File: src/rtl/regfile_pkg.sv
// regfile_pkg: shared types and defaults for the pipe_regfile slice.
//   rf_state_e : sweep FSM states (CLEAR while initialising, READY after)
//   *_DEF      : default geometry (32 x 32-bit, two read ports)
//   init_val() : value the post-reset sweep loads into entry idx
package regfile_pkg;

  typedef enum logic {
    CLEAR = 1'b0,
    READY = 1'b1
  } rf_state_e;

  localparam int DATA_W_DEF = 32;
  localparam int ADDR_W_DEF = 5;
  localparam int NUM_RD_DEF = 2;

  // Returns the sweep value before sizing. The caller casts it to DATA_W,
  // which zero-extends or truncates as needed.
  function automatic logic [31:0] init_val(input logic [31:0] idx, input int init_idx);
    return (init_idx != 0) ? idx : 32'd0;
  endfunction

endpackage

File: src/rtl/pipe_regfile_if.sv
// pipe_regfile_if: read/write bus of the register file.
//   rd_addr   : NUM_RD packed read addresses, port k at [k*ADDR_W +: ADDR_W]
//   rd_data   : NUM_RD packed read data,      port k at [k*DATA_W +: DATA_W]
//   we/wr_addr/wr_data : single write port
//   init_busy : high while the init sweep owns the write port
// master = decode-stage client, slave = pipe_regfile.
interface pipe_regfile_if
  import regfile_pkg::*;
#(
  parameter int DATA_W = DATA_W_DEF,
  parameter int ADDR_W = ADDR_W_DEF,
  parameter int NUM_RD = NUM_RD_DEF
) ();

  logic [NUM_RD*ADDR_W-1:0] rd_addr;
  logic [NUM_RD*DATA_W-1:0] rd_data;
  logic                     we;
  logic [ADDR_W-1:0]        wr_addr;
  logic [DATA_W-1:0]        wr_data;
  logic                     init_busy;

  modport master (
    output rd_addr, we, wr_addr, wr_data,
    input  rd_data, init_busy
  );

  modport slave (
    input  rd_addr, we, wr_addr, wr_data,
    output rd_data, init_busy
  );

endinterface

File: src/rtl/regfile_rd_port.sv
// regfile_rd_port: one combinational read port.
//   mem_i      : whole register array (packed, entry i at [i])
//   rd_addr_i  : read address
//   byp_vld_i  : a user write is committing this cycle and may be forwarded
//   wr_addr_i  : write address, compared for the same-cycle bypass
//   wr_data_i  : write data, returned on a bypass hit
//   rd_data_o  : read data
// Zero forcing is applied last so that it also overrides a bypass hit.
module regfile_rd_port #(
  parameter int DATA_W   = 32,
  parameter int ADDR_W   = 5,
  parameter int ZERO_REG = 1
) (
  input  logic [2**ADDR_W-1:0][DATA_W-1:0] mem_i,
  input  logic [ADDR_W-1:0]                rd_addr_i,
  input  logic                             byp_vld_i,
  input  logic [ADDR_W-1:0]                wr_addr_i,
  input  logic [DATA_W-1:0]                wr_data_i,
  output logic [DATA_W-1:0]                rd_data_o
);

  always_comb begin
    rd_data_o = mem_i[rd_addr_i];
    if (byp_vld_i && (rd_addr_i == wr_addr_i)) rd_data_o = wr_data_i;
    if ((ZERO_REG != 0) && (rd_addr_i == '0))  rd_data_o = '0;
  end

endmodule

File: src/rtl/pipe_regfile.sv
// pipe_regfile: parametrised multi-read-port register file for the decode
// stage. After reset a sweep FSM writes every entry with its init value,
// one entry per cycle, while init_busy is high; user writes are dropped
// until the sweep is done.
//   clk : clock, all state updates on the rising edge
//   rst : synchronous, active-high reset; restarts the sweep at entry 0
//   bus : pipe_regfile_if.slave (read ports, write port, init_busy)
// Compile-time option: define REGFILE_BYPASS_EN to forward a committing
// user write to same-cycle readers of that address. Without it, readers see
// the old value until the next cycle.
module pipe_regfile
  import regfile_pkg::*;
#(
  parameter int DATA_W   = DATA_W_DEF,
  parameter int ADDR_W   = ADDR_W_DEF,
  parameter int NUM_RD   = NUM_RD_DEF,
  parameter int ZERO_REG = 1,
  parameter int INIT_IDX = 1
) (
  input logic          clk,
  input logic          rst,
  pipe_regfile_if.slave bus
);

  localparam int DEPTH = 2**ADDR_W;

  rf_state_e                    state_q;
  logic [ADDR_W-1:0]            sweep_idx_q;
  logic                         init_busy_q;
  logic [DEPTH-1:0][DATA_W-1:0] mem_q;

  // Write-port arbitration. The sweep owns the port in CLEAR and also while
  // rst is held, so entry 0 is rewritten every reset cycle. User writes
  // only land in READY, and address 0 is ignored when it is hard-wired.
  logic              wr_en;
  logic [ADDR_W-1:0] wr_idx;
  logic [DATA_W-1:0] wr_val;
  logic [ADDR_W-1:0] sw_idx;

  always_comb begin
    sw_idx = rst ? '0 : sweep_idx_q;
    wr_en  = 1'b0;
    wr_idx = sw_idx;
    wr_val = DATA_W'(init_val(32'(sw_idx), INIT_IDX));
    if (rst || (state_q == CLEAR)) begin
      wr_en = 1'b1;
    end else if (bus.we && !((ZERO_REG != 0) && (bus.wr_addr == '0))) begin
      wr_en  = 1'b1;
      wr_idx = bus.wr_addr;
      wr_val = bus.wr_data;
    end
  end

  // Sweep FSM; init_busy is registered and drops on the edge that writes
  // the last entry.
  always_ff @(posedge clk) begin
    if (rst) begin
      state_q     <= CLEAR;
      sweep_idx_q <= '0;
      init_busy_q <= 1'b1;
    end else begin
      case (state_q)
        CLEAR: begin
          sweep_idx_q <= sweep_idx_q + 1'b1;
          if (&sweep_idx_q) begin
            state_q     <= READY;
            init_busy_q <= 1'b0;
          end
        end
        READY:   ;
        default: state_q <= CLEAR;
      endcase
    end
  end

  // Array has no reset of its own; the sweep defines its contents.
  always_ff @(posedge clk) begin
    if (wr_en) mem_q[wr_idx] <= wr_val;
  end

  // Bypass only qualifies a write that actually commits this edge.
  logic byp_vld;
`ifdef REGFILE_BYPASS_EN
  assign byp_vld = !rst && (state_q == READY) && bus.we;
`else
  assign byp_vld = 1'b0;
`endif

  logic [NUM_RD-1:0][DATA_W-1:0] rd_data;

  for (genvar k = 0; k < NUM_RD; k++) begin : g_rd
    regfile_rd_port #(
      .DATA_W   (DATA_W),
      .ADDR_W   (ADDR_W),
      .ZERO_REG (ZERO_REG)
    ) u_rd (
      .mem_i     (mem_q),
      .rd_addr_i (bus.rd_addr[k*ADDR_W +: ADDR_W]),
      .byp_vld_i (byp_vld),
      .wr_addr_i (bus.wr_addr),
      .wr_data_i (bus.wr_data),
      .rd_data_o (rd_data[k])
    );
  end

  assign bus.rd_data   = rd_data;
  assign bus.init_busy = init_busy_q;

endmodule

File: src/flat_wrapper.sv
// flat-port wrapper written by rule: the top's interface ports become plain ports
module pipe_regfile_flat import regfile_pkg::*;
#(
  parameter int DATA_W   = DATA_W_DEF,
  parameter int ADDR_W   = ADDR_W_DEF,
  parameter int NUM_RD   = NUM_RD_DEF,
  parameter int ZERO_REG = 1,
  parameter int INIT_IDX = 1
)
  (clk, rst, bus_rd_addr, bus_we, bus_wr_addr, bus_wr_data, bus_rd_data, bus_init_busy);
  pipe_regfile_if #(.DATA_W(DATA_W), .ADDR_W(ADDR_W), .NUM_RD(NUM_RD)) bus_i ();
  input logic clk;
  input logic rst;
  input wire logic [$bits(bus_i.rd_addr)-1:0] bus_rd_addr;
  input wire logic [$bits(bus_i.we)-1:0] bus_we;
  input wire logic [$bits(bus_i.wr_addr)-1:0] bus_wr_addr;
  input wire logic [$bits(bus_i.wr_data)-1:0] bus_wr_data;
  output wire logic [$bits(bus_i.rd_data)-1:0] bus_rd_data;
  output wire logic [$bits(bus_i.init_busy)-1:0] bus_init_busy;
  assign bus_i.rd_addr = bus_rd_addr;
  assign bus_i.we = bus_we;
  assign bus_i.wr_addr = bus_wr_addr;
  assign bus_i.wr_data = bus_wr_data;
  assign bus_rd_data = bus_i.rd_data;
  assign bus_init_busy = bus_i.init_busy;
  pipe_regfile #(.DATA_W(DATA_W), .ADDR_W(ADDR_W), .NUM_RD(NUM_RD), .ZERO_REG(ZERO_REG), .INIT_IDX(INIT_IDX)) u_core (.clk(clk), .rst(rst), .bus(bus_i));
endmodule
File: config.mk
export PLATFORM = sky130hd
export DESIGN_NAME = pipe_regfile_flat
export DESIGN_NICKNAME = d
export VERILOG_FILES = /design/src/rtl/regfile_pkg.sv /design/src/rtl/pipe_regfile_if.sv /design/src/rtl/regfile_rd_port.sv /design/src/rtl/pipe_regfile.sv /design/src/flat_wrapper.sv
export SDC_FILE = /design/constraint.sdc
export NUM_CORES = 1
export LEC_CHECK = 0
export BUFFER_PORTS_ARGS = -buffer_cell sky130_fd_sc_hd__buf_2
export CAP_MARGIN = 20
export CELL_PAD_IN_SITES_DETAIL_PLACEMENT = 0
export CELL_PAD_IN_SITES_GLOBAL_PLACEMENT = 1
export CORE_ASPECT_RATIO = 1.5
export CORE_MARGIN = 8
export CORE_UTILIZATION = 55
export CTS_CLUSTER_DIAMETER = 100
export DETAILED_ROUTE_END_ITERATION = 10
export PLACE_DENSITY_LB_ADDON = 0.12
export SKIP_LAST_GASP = 1
export SLEW_MARGIN = 5
export SYNTH_ARGS = -nofsm -noshare
export SYNTH_HDL_FRONTEND = slang
export SYNTH_SLANG_ARGS = --single-unit
export TNS_END_PERCENT = 20
File: constraint.sdc
create_clock -name clk -period 6.68 [get_ports clk]
set_clock_uncertainty 0.15 [all_clocks]
set_input_delay 0 -clock clk [delete_from_list [all_inputs] [get_ports clk]]
set_output_delay 0 -clock clk [all_outputs]
set_load 0.01 [all_outputs]
==> flow_summary.html, run 1 <==
<table>
<tr><th>Metric</th><th>Value</th></tr>
<tr><th colspan="2">Timing</th></tr>
<tr><td>Final setup violation count</td><td>0</td></tr>
<tr><td>Hold Violations, Final</td><td>0</td></tr>
<tr><td>Worst-margin pin slew</td><td>1130 ps</td></tr>
<tr><td>Final number of max-transition violations</td><td>0</td></tr>
<tr><td>Final critical path time including I/O delays and setup</td><td>3550 ps</td></tr>
<tr><td>Highest achievable clock rate</td><td>282 MHz</td></tr>
<tr><td>Period Utilization, post-route</td><td>53.1%</td></tr>
<tr><td>Final sum of negative setup slack</td><td>0 ps</td></tr>
<tr><td>RSZ-0062 raised after global routing</td><td>no</td></tr>
<tr><td>Max-slew headroom at the worst pin</td><td>24.7%</td></tr>
<tr><th colspan="2">Synthesis</th></tr>
<tr><td>Ys Warns</td><td>0</td></tr>
<tr><td>Number of enable-type register cells in the synthesized netlist</td><td>1024</td></tr>
<tr><td>Mux cell area share after synthesis</td><td>25.0%</td></tr>
<tr><td>Post-synthesis adder-cell area fraction</td><td>0.0516%</td></tr>
<tr><td>Area share of the leading cell type in the synthesized netlist</td><td>63.4%</td></tr>
<tr><td>Combinational family with the most area after synthesis</td><td>multiplexers</td></tr>
<tr><td>#FFs+latches synth</td><td>1031</td></tr>
<tr><td>Average cell area after synthesis</td><td>19.3 µm²</td></tr>
<tr><td>Post-Syn Nets</td><td>2561</td></tr>
<tr><td>Area share of and/or/nand/nor cells after synthesis</td><td>2.43%</td></tr>
<tr><td>Distinct cell type count of the synthesized netlist</td><td>57</td></tr>
<tr><td>Share of the synthesized area in compound gates (AO/OA/AOI/OAI)</td><td>5.85%</td></tr>
<tr><td>Most used flip-flop cell after synthesis</td><td>sky130_fd_sc_hd__edfxtp_1</td></tr>
<tr><td>Top cells by instance count after synthesis</td><td>sky130_fd_sc_hd__edfxtp_1 (1024), sky130_fd_sc_hd__mux4_2 (441), sky130_fd_sc_hd__mux2i_1 (130)</td></tr>
<tr><td>Leading cell types by total area after synthesis</td><td>sky130_fd_sc_hd__edfxtp_1 (63%), sky130_fd_sc_hd__mux4_2 (20%), sky130_fd_sc_hd__mux2i_1 (2.7%)</td></tr>
<tr><td>Post-synth top area cell</td><td>sky130_fd_sc_hd__edfxtp_1</td></tr>
<tr><td>Number of cells produced by synthesis</td><td>2509</td></tr>
<tr><td>Count leader, synth</td><td>sky130_fd_sc_hd__edfxtp_1</td></tr>
<tr><td>Async set-reset flop share out of synthesis</td><td>0%</td></tr>
<tr><td>Xor/xnor cell area share of the yosys netlist</td><td>0.0542%</td></tr>
<tr><td>Post-synthesis cell area</td><td>48500 µm²</td></tr>
<tr><td>Sequential share of the synthesized area</td><td>63.7%</td></tr>
<tr><th colspan="2">Finish</th></tr>
<tr><td>Layout Nets</td><td>2691</td></tr>
<tr><td>Post-route design area</td><td>53900 µm²</td></tr>
<tr><td>Fraction of final layout cells with drive strength greater than 1</td><td>34.1%</td></tr>
<tr><td>Synth-to-Final Area Change</td><td>11.1%</td></tr>
<tr><th colspan="2">CTS</th></tr>
<tr><td>Hold-fix buffer count after cts</td><td>6</td></tr>
<tr><td>Clk Tree Root Cell</td><td>sky130_fd_sc_hd__clkbuf_16</td></tr>
<tr><td>Htree depth</td><td>3</td></tr>
<tr><td>Clock tree buffer depth</td><td>3</td></tr>
<tr><td>CTS tree</td><td>done</td></tr>
<tr><td>Clock edge transition at the registers on the reported setup and hold paths</td><td>70 ps</td></tr>
<tr><td>Total CTS buffers</td><td>96</td></tr>
<tr><td>Post-CTS Setup Repair Bufs</td><td>0</td></tr>
<tr><td>Post_cts resized</td><td>0</td></tr>
<tr><td>Clock latency on the worst-skew pair</td><td>700 ps</td></tr>
<tr><td>Clock sinks</td><td>1031</td></tr>
<tr><th colspan="2">GRT</th></tr>
<tr><td>Global-route congestion overflow total</td><td>0</td></tr>
<tr><td>GRT Util Overall</td><td>31.0%</td></tr>
<tr><td>Number of antenna violations at the first check in global routing</td><td>4</td></tr>
<tr><td>Wire length of the first global-routing pass</td><td>216000 µm</td></tr>
<tr><td>Via count of the first global-routing pass</td><td>29548</td></tr>
<tr><td>Pin count of the biggest net entering global routing</td><td>107</td></tr>
<tr><th colspan="2">Placement</th></tr>
<tr><td>Port bufs</td><td>114</td></tr>
<tr><td>Post-Place Cell Area</td><td>50100 µm²</td></tr>
<tr><td>GPL Wtd Cong</td><td>0.845</td></tr>
<tr><td>HPWL after DPL</td><td>87500 µm</td></tr>
<tr><th colspan="2">Hold path</th></tr>
<tr><td>Classification of the worst-slack hold path</td><td>in -&gt; reg</td></tr>
<tr><td>End point of the worst hold path</td><td>u_core.mem_q[39]$_DFFE_PP_</td></tr>
<tr><td>Hold wc startpoint</td><td>bus_wr_data[7]</td></tr>
<tr><td>Number of stages on the worst hold path</td><td>2</td></tr>
<tr><th colspan="2">Setup path</th></tr>
<tr><td>Reg2reg path depth</td><td>5</td></tr>
<tr><td>Crit path required time</td><td>6530 ps</td></tr>
<tr><td>CP startpoint kind</td><td>input pin</td></tr>
<tr><td>Reg-to-reg endpoint</td><td>u_core.mem_q[158]$_DFFE_PP_</td></tr>
<tr><td>Count of buffer and inverter cells on the critical path</td><td>3</td></tr>
<tr><td>Critical Path Stages</td><td>6</td></tr>
<tr><td>Start of the worst register-to-register path</td><td>u_core.state_q$_SDFF_PP0_</td></tr>
<tr><td>Max incr delay on CP</td><td>800 ps</td></tr>
<tr><td>Cells traversed along the worst timing path</td><td>buf_6 &gt; buf_4 &gt; or4_4 &gt; o21ai_1 &gt; a311oi_1 &gt; buf_2</td></tr>
<tr><td>Setup CP Type</td><td>in -&gt; out</td></tr>
<tr><td>Maximum fanout along the worst path</td><td>37</td></tr>
<tr><td>Capturing element type of the critical path</td><td>output pin</td></tr>
<tr><td>Data arrival time at the worst-slack endpoint</td><td>3400 ps</td></tr>
<tr><td>Crit path max-delay cell type</td><td>sky130_fd_sc_hd__buf_4</td></tr>
<tr><td>Flop2flop setup slack</td><td>3150 ps</td></tr>
<tr><td>Kind of cell adding the most delay to the critical path</td><td>buffers and inverters</td></tr>
<tr><th colspan="2">Power</th></tr>
<tr><td>Maximum ir drop on the vdd rail</td><td>0.000265 V</td></tr>
<tr><td>Switching power share of the total</td><td>22.6%</td></tr>
<tr><td>Relative contribution of the clock network to total power</td><td>40.5%</td></tr>
<tr><td>Int Pwr</td><td>10.7 mW</td></tr>
<tr><td>Seq pwr share</td><td>51.6%</td></tr>
<tr><td>Switching power</td><td>3.12 mW</td></tr>
<tr><td>Combinational power share</td><td>7.9%</td></tr>
<tr><td>Power per cell area</td><td>255 nW/µm²</td></tr>
<tr><td>Pleak</td><td>15.6 nW</td></tr>
<tr><th colspan="2">Detailed routing</th></tr>
<tr><td>DRC violation count after routing</td><td>0</td></tr>
<tr><td>Post-route antenna net violation count</td><td>0</td></tr>
<tr><td>Vias per cell</td><td>7.44</td></tr>
<tr><td>Detailed Route WL</td><td>154000 µm</td></tr>
<tr><td>Average wire per cell in the routed design</td><td>39.9 µm</td></tr>
<tr><td>Vias post-DR</td><td>28735</td></tr>
<tr><td>Starting DRT DRC Count</td><td>3574</td></tr>
<tr><td>Number of iterations in the first detailed-routing pass</td><td>7</td></tr>
<tr><th colspan="2">Die</th></tr>
<tr><td>Horizontal extent of the die</td><td>259 µm</td></tr>
<tr><td>Area of the core</td><td>87500 µm²</td></tr>
<tr><td>Total I/O pin count</td><td>115</td></tr>
<tr><td>Initial core utilization</td><td>55.4%</td></tr>
<tr><td>Number of core rows</td><td>133</td></tr>
<tr><td>Die area</td><td>98200 µm²</td></tr>
<tr><td>Die height</td><td>380 µm</td></tr>
<tr><th colspan="2">Status</th></tr>
<tr><td>Status</td><td>finished, final reports clean</td></tr>
<tr><th colspan="2">Flow run</th></tr>
<tr><td>Count of maximum capacitance violations</td><td>0</td></tr>
</table>
flip-flops by register name (all words and copies together) (netlist names):
signal and count:
u_core.bus.init_busy 1, u_core.mem_q 1024, u_core.sweep_idx_q 5, u_core.state_q 1
placed cells by master, fill, tap and decap left out, drive strengths merged, types with 4 or more instances in the layout:
cell,Yosys,final
edfxtp,1024,1024
mux4,448,448
buf,150,221
mux2i,130,130
clkbuf,68,117
o21ai,114,114
nor2b,67,67
a22oi,65,65
a311oi,65,65
a211oi,64,64
mux2,64,64
a221oi,48,48
nand2,46,46
clkinv,0,39
and3,28,28
dlygate4sd3,0,26
o2111ai,18,18
nor2,17,17
nor4,16,16
nor3,13,13
bufinv,0,12
a21oi,9,9
inv,7,8
dfxtp,7,7
clkinvlp,0,6
a31oi,4,4
per-layer routing:
layer | track usage, % | up-vias | wire length (µm)
li1 | - | 11169 | -
met1 | 38.7 | 15266 | 53900
met2 | 51.5 | 1891 | 77700
met3 | 6.88 | 405 | 15000
met4 | 14.4 | 4 | 7400
met5 | 0 | - | 26
final cells by class:
type	instances	area [µm²]
tap	1147	1440
antenna	1	2.50
timing repair buffer	250	1960
fill	6244	33600
inverter	7	28.8
clock buffer	114	2530
sequential	1031	30900
clock inverter	58	596
multi-input combinational	1253	16500
worst reg2reg max path: cells and delay by family (launching register included):
kind / cells / cell delay [ps]
simple gates: 2 / 550
compound gates: 2 / 1060
flops: 1 / 620
buf+inv: 1 / 690
logic make-up after synthesis:
family,count (synthesis)
AO/OA/AOI/OAI,395
buffers and inverters,225
adder cells (fa/ha/maj),2
multiplexers,642
AND/OR/NAND/NOR,211
flip-flops,1031
XOR/XNOR,3
stage by stage:
stage          power (mW)  hold WS [ps]  cells  worst slack (ps)  util, %
2_1_floorplan        7.91           101   2509              1500        -
3_3_place_gp         8.29           271   3635              2740     57.3
3_5_place_dp         8.30           273   3636              2690     57.3
4_1_cts              13.8          25.3   3814              2660     60.9
5_1_grt              14.1          97.5   3860              2940     61.6
6_report             13.8          69.9   3861              3130     61.6
worst max path at each step:
stage / startpoint / endpoint / slack [ps]
detailed placement: u_core.state_q$_SDFF_PP0_ / u_core.mem_q[528]$_DFFE_PP_ / 2690
floorplan: u_core.state_q$_SDFF_PP0_ / u_core.mem_q[512]$_DFFE_PP_ / 1500
finish: bus_rd_addr[0] / bus_rd_data[15] / 3130
global placement: rst / u_core.mem_q[286]$_DFFE_PP_ / 2740
CTS: u_core.state_q$_SDFF_PP0_ / u_core.mem_q[538]$_DFFE_PP_ / 2660
global route: bus_rd_addr[5] / bus_rd_data[63] / 2940
power groups by stage:
stage | logic (mW) | registers (mW) | clock network (mW)
floorplan | 0.686 | 7.23 | 0
global placement | 1.06 | 7.23 | 0
detailed placement | 1.07 | 7.23 | 0
CTS | 1.08 | 7.10 | 5.62
global route | 1.13 | 7.10 | 5.83
finish | 1.09 | 7.10 | 5.58
Power figures use the tool's default switching activity.
==> run 2: changes to the inputs <==
clock period = 3.55 ns   (was 6.68 ns; I/O delays follow)
==> run 2 against run 1 <==
Combinational power increased by 100%. Clock power up 94%. Via count grew 2.0%. Largest cell class unchanged. Flip-flop and latch count stayed put. Sequential power rose by 89%. Register-to-register slack lost 2800 ps. Worst setup slack lost 2800 ps. Final cell count is 2.8% higher. Sequential share of layout area decreased by 1.3 points. Critical path type is now reg -> reg.
==> flow_summary.html, run 2 (synthesized netlist as in run 1, its figures left out) <==
<table>
<tr><th>Metric</th><th>Value</th></tr>
<tr><th colspan="2">Status</th></tr>
<tr><td>Status</td><td>finished, final reports clean</td></tr>
<tr><th colspan="2">Finish</th></tr>
<tr><td>Most frequent standard cell in the layout excluding fill and tap cells</td><td>sky130_fd_sc_hd__edfxtp_1</td></tr>
<tr><td>Synth-to-Final Area Change</td><td>13.7%</td></tr>
<tr><td>Flip-flop count of the largest register, all copies and words added</td><td>1024 (unchanged)</td></tr>
<tr><td>Fraction of final layout cells with drive strength greater than 1</td><td>36.3% (+2.2 points)</td></tr>
<tr><td>Largest registers ranked by flip-flop count</td><td>u_core.mem_q: 1024 flops, u_core.sweep_idx_q: 5 flops</td></tr>
<tr><td>Layout Nets</td><td>2796 (+3.9%)</td></tr>
<tr><td>Commonest cells after routing, fill and taps aside</td><td>sky130_fd_sc_hd__edfxtp_1 (1024), sky130_fd_sc_hd__mux4_2 (441), sky130_fd_sc_hd__buf_4 (170)</td></tr>
<tr><td>Post-route design area</td><td>55100 µm² (+2.3%)</td></tr>
<tr><td>Most flops, register</td><td>u_core.mem_q</td></tr>
<tr><th colspan="2">Timing</th></tr>
<tr><td>Highest achievable clock rate</td><td>312 MHz</td></tr>
<tr><td>Final critical path time including I/O delays and setup</td><td>3200 ps</td></tr>
<tr><td>Worst-margin pin slew</td><td>1180 ps (+53.6 ps)</td></tr>
<tr><td>Period Utilization, post-route</td><td>90.2%</td></tr>
<tr><td>Final setup violation count</td><td>0 (unchanged)</td></tr>
<tr><td>Hold Violations, Final</td><td>0 (unchanged)</td></tr>
<tr><td>Final sum of negative setup slack</td><td>0 ps (unchanged)</td></tr>
<tr><td>Max-slew headroom at the worst pin</td><td>21.0% (-3.8 points)</td></tr>
<tr><td>RSZ-0062 raised after global routing</td><td>no</td></tr>
<tr><td>Smallest hold slack</td><td>154 ps (+84.1 ps)</td></tr>
<tr><td>Setup ws final</td><td>347 ps (-2780 ps)</td></tr>
<tr><td>Final number of max-transition violations</td><td>0 (unchanged)</td></tr>
<tr><th colspan="2">CTS</th></tr>
<tr><td>Post_cts resized</td><td>0 (unchanged)</td></tr>
<tr><td>Clock latency on the worst-skew pair</td><td>690 ps (about the same)</td></tr>
<tr><td>CTS tree</td><td>done</td></tr>
<tr><td>Hold-fix buffer count after cts</td><td>33 (+27)</td></tr>
<tr><td>Post-CTS Setup Repair Bufs</td><td>0 (unchanged)</td></tr>
<tr><td>Clk Tree Root Cell</td><td>sky130_fd_sc_hd__clkbuf_16</td></tr>
<tr><td>Clock sinks</td><td>1031 (unchanged)</td></tr>
<tr><td>Total CTS buffers</td><td>97 (+1.0%)</td></tr>
<tr><td>Htree depth</td><td>3 (unchanged)</td></tr>
<tr><td>Clock tree buffer depth</td><td>3 (unchanged)</td></tr>
<tr><td>Clock edge transition at the registers on the reported setup and hold paths</td><td>60 ps (about the same)</td></tr>
<tr><th colspan="2">Die</th></tr>
<tr><td>Die area</td><td>98200 µm² (unchanged)</td></tr>
<tr><td>Total I/O pin count</td><td>115 (unchanged)</td></tr>
<tr><td>Die height</td><td>380 µm (unchanged)</td></tr>
<tr><td>Area of the core</td><td>87500 µm² (unchanged)</td></tr>
<tr><td>Number of core rows</td><td>133 (unchanged)</td></tr>
<tr><td>Initial core utilization</td><td>55.4% (unchanged)</td></tr>
<tr><td>Horizontal extent of the die</td><td>259 µm (unchanged)</td></tr>
<tr><th colspan="2">Detailed routing</th></tr>
<tr><td>Vias post-DR</td><td>29310 (+2.0%)</td></tr>
<tr><td>Average wire per cell in the routed design</td><td>39.4 µm (-1.3%)</td></tr>
<tr><td>Detailed Route WL</td><td>156000 µm (+1.4%)</td></tr>
<tr><td>Vias per cell</td><td>7.38 (-0.77%)</td></tr>
<tr><td>Number of iterations in the first detailed-routing pass</td><td>5 (-2)</td></tr>
<tr><td>DRC violation count after routing</td><td>0 (unchanged)</td></tr>
<tr><td>Starting DRT DRC Count</td><td>3806 (+6.5%)</td></tr>
<tr><td>Post-route antenna net violation count</td><td>0 (unchanged)</td></tr>
<tr><th colspan="2">Setup path</th></tr>
<tr><td>Crit path required time</td><td>3810 ps (-2720 ps)</td></tr>
<tr><td>CP startpoint kind</td><td>flop</td></tr>
<tr><td>Cells traversed along the worst timing path</td><td>nand2_1 &gt; a21oi_4 &gt; o31a_1 &gt; nor3_2 &gt; buf_12</td></tr>
<tr><td>Start of the worst register-to-register path</td><td>u_core.state_q$_SDFF_PP0_</td></tr>
<tr><td>Reg-to-reg endpoint</td><td>u_core.mem_q[182]$_DFFE_PP_</td></tr>
<tr><td>Count of buffer and inverter cells on the critical path</td><td>1 (-2)</td></tr>
<tr><td>Capturing element type of the critical path</td><td>flop</td></tr>
<tr><td>Kind of cell adding the most delay to the critical path</td><td>compound AO/OA/AOI/OAI gates</td></tr>
<tr><td>Crit path max-delay cell type</td><td>sky130_fd_sc_hd__o31a_1</td></tr>
<tr><td>Max incr delay on CP</td><td>930 ps (+130 ps)</td></tr>
<tr><td>Data arrival time at the worst-slack endpoint</td><td>3460 ps (+60 ps)</td></tr>
<tr><td>Setup CP Type</td><td>reg -&gt; reg</td></tr>
<tr><td>Reg2reg path depth</td><td>5 (unchanged)</td></tr>
<tr><td>Flop2flop setup slack</td><td>350 ps (-2800 ps)</td></tr>
<tr><td>Critical Path Stages</td><td>5 (-1)</td></tr>
<tr><td>Maximum fanout along the worst path</td><td>32 (-14%)</td></tr>
<tr><th colspan="2">Placement</th></tr>
<tr><td>GPL Wtd Cong</td><td>0.845 (unchanged)</td></tr>
<tr><td>Port bufs</td><td>114 (unchanged)</td></tr>
<tr><td>Post-Place Cell Area</td><td>51600 µm² (+2.9%)</td></tr>
<tr><td>Worst slack after detailed placement</td><td>433 ps (-2260 ps)</td></tr>
<tr><td>HPWL after DPL</td><td>97100 µm (+11%)</td></tr>
<tr><th colspan="2">Power</th></tr>
<tr><td>Power, Total</td><td>26.3 mW (+91%)</td></tr>
<tr><td>Maximum ir drop on the vdd rail</td><td>0.000460 V (+74%)</td></tr>
<tr><td>Seq pwr share</td><td>50.8% (-0.8 points)</td></tr>
<tr><td>Pleak</td><td>16.3 nW (+4.3%)</td></tr>
<tr><td>Switching power share of the total</td><td>22.8% (+0.13 points)</td></tr>
<tr><td>Switching power</td><td>5.99 mW (+92%)</td></tr>
<tr><td>Power per cell area</td><td>477 nW/µm² (+87%)</td></tr>
<tr><td>Relative contribution of the clock network to total power</td><td>40.9% (+0.4 points)</td></tr>
<tr><td>Combinational power share</td><td>8.3% (+0.4 points)</td></tr>
<tr><td>Int Pwr</td><td>20.3 mW (+91%)</td></tr>
<tr><th colspan="2">Hold path</th></tr>
<tr><td>Hold wc startpoint</td><td>bus_wr_addr[0]</td></tr>
<tr><td>Classification of the worst-slack hold path</td><td>in -&gt; reg</td></tr>
<tr><td>End point of the worst hold path</td><td>u_core.mem_q[519]$_DFFE_PP_</td></tr>
<tr><td>Number of stages on the worst hold path</td><td>5 (+3)</td></tr>
<tr><th colspan="2">Flow run</th></tr>
<tr><td>Count of maximum capacitance violations</td><td>0 (unchanged)</td></tr>
<tr><th colspan="2">GRT</th></tr>
<tr><td>Pin count of the biggest net entering global routing</td><td>71 (-34%)</td></tr>
<tr><td>Number of antenna violations at the first check in global routing</td><td>6 (+2)</td></tr>
<tr><td>Via count of the first global-routing pass</td><td>30772 (+4.1%)</td></tr>
<tr><td>GRT Util Overall</td><td>31.6% (+0.56 points)</td></tr>
<tr><td>Wire length of the first global-routing pass</td><td>221000 µm (+2.2%)</td></tr>
<tr><td>Global-route congestion overflow total</td><td>0 (unchanged)</td></tr>
</table>
-- run 2: how the worst max path moves through the flow --
stage	from	endpoint
floorplan	u_core.state_q$_SDFF_PP0_	u_core.mem_q[704]$_DFFE_PP_
global placement	u_core.state_q$_SDFF_PP0_	u_core.mem_q[664]$_DFFE_PP_
detailed placement	u_core.state_q$_SDFF_PP0_	u_core.mem_q[186]$_DFFE_PP_
CTS	u_core.state_q$_SDFF_PP0_	u_core.mem_q[664]$_DFFE_PP_
global route	u_core.state_q$_SDFF_PP0_	u_core.mem_q[286]$_DFFE_PP_
finish	u_core.state_q$_SDFF_PP0_	u_core.mem_q[182]$_DFFE_PP_
-- run 2: metal layers --
| layer | vias up | track usage (%) | wire [µm] |
|---|---|---|---|
| met3 | 381 | 6.02 | 14300 |
| met4 | 0 | 14.5 | 7750 |
| met5 | - | 0 | 0 |
| li1 | 11404 | - | - |
| met1 | 15702 | 38.8 | 54000 |
| met2 | 1823 | 53.9 | 80200 |
-- run 2: tightest hold or removal path: stages --
cell and delay [ps]:
sky130_fd_sc_hd__buf_2 120, sky130_fd_sc_hd__or2_2 110, sky130_fd_sc_hd__o311ai_0 160, sky130_fd_sc_hd__nor4b_4 180, sky130_fd_sc_hd__buf_12 200
-- run 2: layout make-up --
type                    count  area, µm²
fillers                  6186      32400
flip-flops and latches   1031      30900
multi-input cells        1253      16600
repair buffers            354       2970
clock buffers             113       2530
well taps                1147       1440
clock inverters            63        711
inverters                   7       28.8
diodes                      1       2.50
-- run 2: metrics by stage --
step | instances | util, %
2_1_floorplan | 2509 | -
3_3_place_gp | 3759 | 58.9
3_5_place_dp | 3759 | 58.9
4_1_cts | 3968 | 63.0
5_1_grt | 3968 | 63.0
6_report | 3969 | 63.0
-- run 2: power by group through the flow --
| stage | combinational, mW | clock (mW) | sequential (mW) |
|---|---|---|---|
| 6_report | 2.19 | 10.8 | 13.4 |
| 5_1_grt | 2.26 | 11.3 | 13.4 |
| 3_3_place_gp | 2.14 | 0 | 13.6 |
| 4_1_cts | 2.19 | 10.8 | 13.4 |
| 2_1_floorplan | 1.30 | 0 | 13.6 |
| 3_5_place_dp | 2.15 | 0 | 13.6 |
